[src/rtl/feadd.sv]
// feadd: sequential modular adder over GF(2^255 - 19).
// Adds two canonical 255-bit operands one 51-bit limb per cycle, then
// conditionally subtracts p, also limb-serially, to give a canonical result.
module feadd (
  input  logic         clock,
  input  logic         reset_n,
  input  logic         start,
  input  logic [254:0] a,
  input  logic [254:0] b,
  output logic         done,
  output logic [254:0] out,
  output logic         busy
);

  typedef enum logic [1:0] {
    IDLE,
    ADD,
    SUB,
    DONE
  } state_t;

  state_t       state;
  logic [254:0] a_r;
  logic [254:0] b_r;
  logic [254:0] s_r;     // sum limbs; rotated through during SUB
  logic         s_top;   // bit 255 of the full sum
  logic [254:0] t_r;     // s - p, assembled limb by limb
  logic         carry;
  logic         borrow;
  logic [2:0]   k;

  logic [51:0]  add_w;
  logic [50:0]  p_limb;
  logic [51:0]  sub_w;
  logic         ge;

  // Limb datapath: low limb of each shift register feeds the adder/subtractor
  always_comb begin
    add_w  = {1'b0, a_r[50:0]} + {1'b0, b_r[50:0]} + {51'b0, carry};
    p_limb = (k == 3'd0) ? 51'h7FFFFFFFFFFED : '1;
    sub_w  = {1'b0, s_r[50:0]} - {1'b0, p_limb} - {51'b0, borrow};
    ge     = s_top | ~borrow;
  end

  // Control FSM with registered done/busy/out
  always_ff @(posedge clock or negedge reset_n) begin
    if (!reset_n) begin
      state  <= IDLE;
      done   <= 1'b0;
      busy   <= 1'b0;
      out    <= '0;
      a_r    <= '0;
      b_r    <= '0;
      s_r    <= '0;
      s_top  <= 1'b0;
      t_r    <= '0;
      carry  <= 1'b0;
      borrow <= 1'b0;
      k      <= '0;
    end else begin
      done <= 1'b0;
      case (state)
        IDLE, DONE: begin
          if (start) begin
            a_r    <= a;
            b_r    <= b;
            carry  <= 1'b0;
            borrow <= 1'b0;
            k      <= '0;
            busy   <= 1'b1;
            state  <= ADD;
          end else begin
            busy  <= 1'b0;
            state <= IDLE;
          end
        end
        ADD: begin
          a_r   <= a_r >> 51;
          b_r   <= b_r >> 51;
          s_r   <= {add_w[50:0], s_r[254:51]};
          carry <= add_w[51];
          if (k == 3'd4) begin
            s_top  <= add_w[51];
            borrow <= 1'b0;
            k      <= '0;
            state  <= SUB;
          end else begin
            k <= k + 3'd1;
          end
        end
        SUB: begin
          // Limbs 0..4 subtract while s_r rotates back to its original order;
          // the extra k=5 cycle performs the select so out updates with done.
          if (k == 3'd5) begin
            out   <= ge ? t_r : s_r;
            done  <= 1'b1;
            k     <= '0;
            state <= DONE;
          end else begin
            s_r    <= {s_r[50:0], s_r[254:51]};
            t_r    <= {sub_w[50:0], t_r[254:51]};
            borrow <= sub_w[51];
            k      <= k + 3'd1;
          end
        end
        default: state <= IDLE;
      endcase
    end
  end

endmodule
[config.mk]
export PLATFORM = sky130hd
export DESIGN_NAME = feadd
export DESIGN_NICKNAME = d
export VERILOG_FILES = /design/src/rtl/feadd.sv
export SDC_FILE = /design/constraint.sdc
export NUM_CORES = 2
export LEC_CHECK = 0
export CAP_MARGIN = 10
export CORE_ASPECT_RATIO = 0.6
export CORE_MARGIN = 2
export CORE_UTILIZATION = 47
export CTS_CLUSTER_SIZE = 16
export DETAILED_ROUTE_END_ITERATION = 10
export PLACE_DENSITY = 0.69
export SYNTH_ARGS = -nofsm -noshare
export SYNTH_HDL_FRONTEND = slang
export SYNTH_SLANG_ARGS = --single-unit
[constraint.sdc]
create_clock -name clock -period 3.13 [get_ports clock]
set_input_delay 0.939 -clock clock [delete_from_list [all_inputs] [get_ports clock]]
set_output_delay 0.939 -clock clock [all_outputs]
set_load 0.05 [all_outputs]
## After elaboration in Yosys (flattened, before gate mapping)

Cells that the tools add are included.

- Add/sub/neg operators: 5
- Multiply operators: 0
- Div/mod/pow operators: 0
- Order comparisons: 0
- Eq/ne operators: 9
- Shifts and indexed selects: 0
- Muxes and demuxes: 24
- Bitwise operators: 3
- Reductions and logical operators: 12

Operator list:

| cell | count |
|---|---|
| $pmux 255 s2 | 3 |
| $mux 255 | 4 |
| $add 51x51->52 | 1 |
| $add 52x1->52 | 1 |
| $sub 51x51->52 | 1 |
| $sub 52x1->52 | 1 |
| $reduce_and 2->1 | 6 |
| $mux 3 | 3 |
| $pmux 3 s3 | 1 |
| $ne 2x2->1 const B | 4 |
| $mux 1 | 7 |
| $eq 3x3->1 const B | 2 |
| $pmux 2 s3 | 1 |
| $mux 5 | 1 |
| $eq 2x2->1 const B | 2 |
| $mux 2 | 2 |
| $reduce_bool 2->1 | 2 |
| $add 3x1->3 const B | 1 |
| $logic_not 3->1 | 1 |
| $pmux 1 s3 | 1 |
| $reduce_and 3->1 | 1 |
| $eq 2x1->1 const B | 1 |
| $logic_not 2->1 | 1 |
| $not 1->1 | 2 |
| other kinds (3) | 3 |

- Register bits after elaboration: 1285
- Bits in latches: 0
- Memory bits (writable): 0
- ROM bits: 0
- Bits of input ports: 513
- Output and inout port bits: 257
- Word-level logic and storage cells: 65
- Memories: 0

## Longest topological paths before layout

- Depth in word-level cells: 6
- Gate-level depth with buffers: 17

## Worst setup path before layout

OpenSTA, ideal clock, no wires.

- Kind: register to register
- From: register k[0]
- To: register t_r[254]
- Setup time: 130 ps
- Data arrival time: 3238 ps
- Setup slack: -238 ps
- Cell stages (with the launch flop): 17
- Period minus slack after synthesis: 3368 ps
- Cell sequence: dfrtp_1 > inv_1 > ha_1 > nor2b_1 > inv_1 > ha_1 > inv_1 > ha_1 > nor2b_1 > a31o_1 > a311oi_4 > nand2_2 > a21oi_4 > o31ai_2 > a221o_1 > xnor2_1 > o21ai_1

- Cells in the longest elaborated chain, start to end: 4
- Elaborated cells between the ends (all ways): 7
- Those cells by class: add/sub (2); eq/ne (1); mux (1); bitwise (1); reduce/logical (2)

RTL lines:

| what | line | source |
|---|---|---|
| start: declaration | 30 | `logic [2:0] k;` |
| start signal: assignment | 88 | `k <= k + 3'd1;` |
| start signal: assignment | 103 | `k <= k + 3'd1;` |
| $logic_not 3->1 | 40 | `p_limb = (k == 3'd0) ? 51'h7FFFFFFFFFFED : '1;` |
| $mux 5 | 40 |  |
| $sub 51x51->52 | 41 | `sub_w = {1'b0, s_r[50:0]} - {1'b0, p_limb} - {51'b0, borrow};` |
| $sub 52x1->52 | 41 |  |
| end signal: assignment | 101 | `t_r <= {sub_w[50:0], t_r[254:51]};` |
| end: declaration | 27 | `logic [254:0] t_r;` |

Several ways; a longest one is shown, not always the timed one.
A chain may end at the register's enable or synchronous reset.

## Final worst setup path

Same ends and word-level chain as after synthesis.

==> results by group <==
Outcome
  • Status: finished, violations left
  • Failing checks: negative setup slack

Synth
  • Top cells by count, synth: nand2_1 (1955), dfrtp_1 (1285), o21ai_0 (834)
  • Yosys top cell by area: dfrtp_1
  • FFs w/ async S/R, synth: 100%
  • Ys flop type: dfrtp_1
  • Sequential share of the synthesized area: 54.2%
  • Count leader, synth: nand2_1
  • Synth Instances: 6169
  • Post-synthesis register bit count: 1285
  • Post-synth EDFFs: 0
  • Yosys top cell area share: 54.2%
  • Syn_area_per_cell: 9.61 um^2
  • Synthesis warning total: 0
  • Synth top area cells: dfrtp_1 (54%), nand2_1 (12%), mux2i_1 (11%)
  • Post-Syn Nets: 6796
  • Synth unique cells: 82
  • Mapped Area: 59300 um^2

Drt
  • Post-DR vias/cell: 5.42
  • Antenna Nets Post-Route: 0
  • Post-Route WL: 185000 um
  • # DRC: 0
  • First-pass detailed-route iteration total: 6
  • Via count: 47300
  • Routed WL per cell: 21.2 um
  • Iter 0 DRT Violations: 4155

Die
  • Chip height: 279 um
  • Die area: 129000 um^2
  • Die Span X: 463 um
  • Rows: 100
  • Boundary pin count: 770
  • Core Region: 125000 um^2
  • Starting Density: 47.6%

Worst setup path
  • Largest stage delay on the critical path: 0.37 ns
  • Critical Path End Type: flop
  • Worst Path Max Fanout: 4
  • Most numerous cell on the critical path: nor2b_4
  • Crit-path slowest cell: dfrtp_1
  • CP Cell Sequence: inv_2, ha_4, nor2b_4, buf_4, fa_2, a211oi_4, nor2b_4, a31o_1, a311oi_4, nand2_2, a21oi_4, buf_12, o31ai_4, a221o_1, xnor2_1, o21ai_1
  • WS Path Type: reg2reg
  • Critical path data required time: 3.74 ns
  • Critical path arrival: 4.00 ns
  • Worst setup SP type: flop

STA
  • Setup Total Neg Slack: -2.50 ns
  • Slew Limit Fails: 0
  • Fmax: 295 MHz
  • Slew HR: 43.4%
  • Slew @ Worst Pin: 0.849 ns
  • Fin crit share: 108%
  • Post-route setup slack: -0.261 ns
  • Clk_skew: 0.0449 ns
  • RSZ-0062 raised after global routing: true
  • Final Hold Violating Endpoints: 0
  • Period minus WS final: 3.39 ns
  • Setup violations, final: 23

Layout
  • Multi-input gate area: 26000 um^2
  • Register area: 32200 um^2
  • Final nets: 7542
  • Filler cells: 10700
  • Core Util, Final: 60.3%
  • Non-filler instance count after layout: 8718
  • Area delta synth->final: 26.7%
  • Layout cell share with drive strength beyond 1: 8.45%

Place
  • Post-DP HPWL: 136000 um
  • Number of I/O port buffers: 769
  • Placed Cells: 8461
  • Routability Congestion: 0.912

GRT
  • Vias in the first global route: 46000
  • Total GRT Usage: 27.9%
  • Initial antenna violation count: 29
  • Largest net degree at the start of global routing: 128
  • First-pass GRT wire length: 280000 um
  • Global route total overflow: 0

Clocking
  • CTS tree: yes
  • CTS buffer count: 120
  • CTS Buffer Depth: 3
  • Hold_buf cts: 0
  • CTS Root Cell: clkbuf_16
  • Worst-Skew Late Latency: 0.76 ns
  • Sink Count: 1285
  • H-tree Lvls: 3
  • Clk slew on worst S/H paths: 0.07 ns

Pwr
  • Leak: 34.3 nW
  • P per Cell Area: 1120 nW/um^2
  • VDD IR-drop max: 781 uV

Worst hold path
  • HP Class: in2async

Run
  • Max Cap Viol: 0
[area by class of cell]
| cell class | count | share of cell area (%) |
|---|---|---|
| Inverter | 85 | 0.425 |
| Tap cell | 1683 | 2.80 |
| Sequential cell | 1285 | 42.8 |
| Clock inverter | 51 | 0.805 |
| Clock buffer | 173 | 4.58 |
| Timing Repair Buffer | 1036 | 13.9 |
| Multi-Input combinational cell | 4387 | 34.6 |
| Antenna cell | 18 | 0.0600 |
[sequential cells by signal, summed over array words and instances, names as in the netlist]
name and flops:
carry 1, t_r 255, a_r 255, borrow 1
state 2, s_top 1, s_r 255, busy 1
out 255, k 3, b_r 255, done 1
[final timing paths]
check | startpoint | to | slack, ns | depth (start not counted)
setup / recovery | k[0]$_DFFE_PN0N_ | t_r[254]$_DFFE_PN0P_ | -0.26 | 16
hold reg to reg | t_r[157]$_DFFE_PN0P_ | t_r[106]$_DFFE_PN0P_ | 0.46 | 2
hold / removal | reset_n | out[89]$_DFFE_PN0P_ | 0.06 | 1
max in group asynchronous | reset_n | a_r[88]$_DFFE_PN0P_ | 1.98 | 3
min in group clock | t_r[157]$_DFFE_PN0P_ | t_r[106]$_DFFE_PN0P_ | 0.46 | 2
setup reg to reg | k[0]$_DFFE_PN0N_ | t_r[254]$_DFFE_PN0P_ | -0.26 | 16
[worst max-delay path: cells and delay by family, from the launching register on]
| kind | cells | cell delay, ns |
|---|---|---|
| xor gates and xnor gates | 1 | 0.17 |
| buffers and inverters | 3 | 0.35 |
| and+or+nand+nor | 3 | 0.32 |
| AOI/OAI and AO/OA | 7 | 1.52 |
| adders and majority gates | 2 | 0.53 |
| DFF | 1 | 0.37 |
[cells in the final DEF, fill, tap and decap left out, types with 11 or more instances in the layout]
master	count
nand2_1	1952
clkbuf_1	29
o21bai_1	18
a21o_1	66
clkbuf_8	24
o21a_1	12
inv_1	79
nand2b_1	12
nand4_1	28
and3_1	14
clkdlybuf4s50_1	768
buf_4	200
clkbuf_16	120
o21ai_1	28
a22o_1	103
nor2b_1	14
mux2i_1	670
dfrtp_1	1285
xnor2_1	50
o22ai_1	11
nand3_1	31
buf_12	56
diode_2	18
nor3_1	15
clkinv_2	16
o21ai_0	812
clkinvlp_4	11
a21oi_1	140
xor2_1	37
ha_1	102
buf_6	11
nor2_1	82
[report_power, final]
| group | internal [mW] | total [mW] | leakage (nW) | switching [mW] |
|---|---|---|---|---|
| registers | 22.9 | 27.8 | 16.6 | 4.89 |
| logic | 16.2 | 40.9 | 15.7 | 24.7 |
| clock network | 8.49 | 15.2 | 1.96 | 6.74 |
[layer usage]
layer / track usage, % / vias up / share of wire [%]
met5: 0 / - / 0.032
met4: 8.00 / 10 / 2.9
met3: 3.89 / 262 / 5.1
met2: 42.4 / 1196 / 45
met1: 41.6 / 23500 / 47
li1: - / 22300 / -
[metrics by stage]
step	total power, mW	instance area [um^2]	hold WS [ns]	setup WS [ns]
after floorplan	52.1	59300	0.445	-0.00656
final	83.9	75100	0.0589	-0.261
after detailed placement	66.8	70300	0.461	-0.442
after global routing	89.4	75100	0.0369	-0.372
after CTS	82.9	74600	0.0194	-0.215
after global placement	65.9	70300	0.456	-0.417
[repair_timing]
action | in CTS | in global routing
pin swaps | 36 | 50
gates resized for setup | 57 | 85
endpoints found under the hold margin | 0 | 0
setup endpoints to repair | 50 | 55
setup buffers | 9 | 7
[kinds of logic after synthesis]
group	share of synthesized area, %
adder cells (fa/ha/maj)	2.44
buffers and inverters	3.17
AO/OA/AOI/OAI	12.8
AND/OR/NAND/NOR	14.6
multiplexers	11.4
XOR/XNOR	1.43
flip-flops	54.2
No activity file was read; power rests on OpenSTA's default activity.
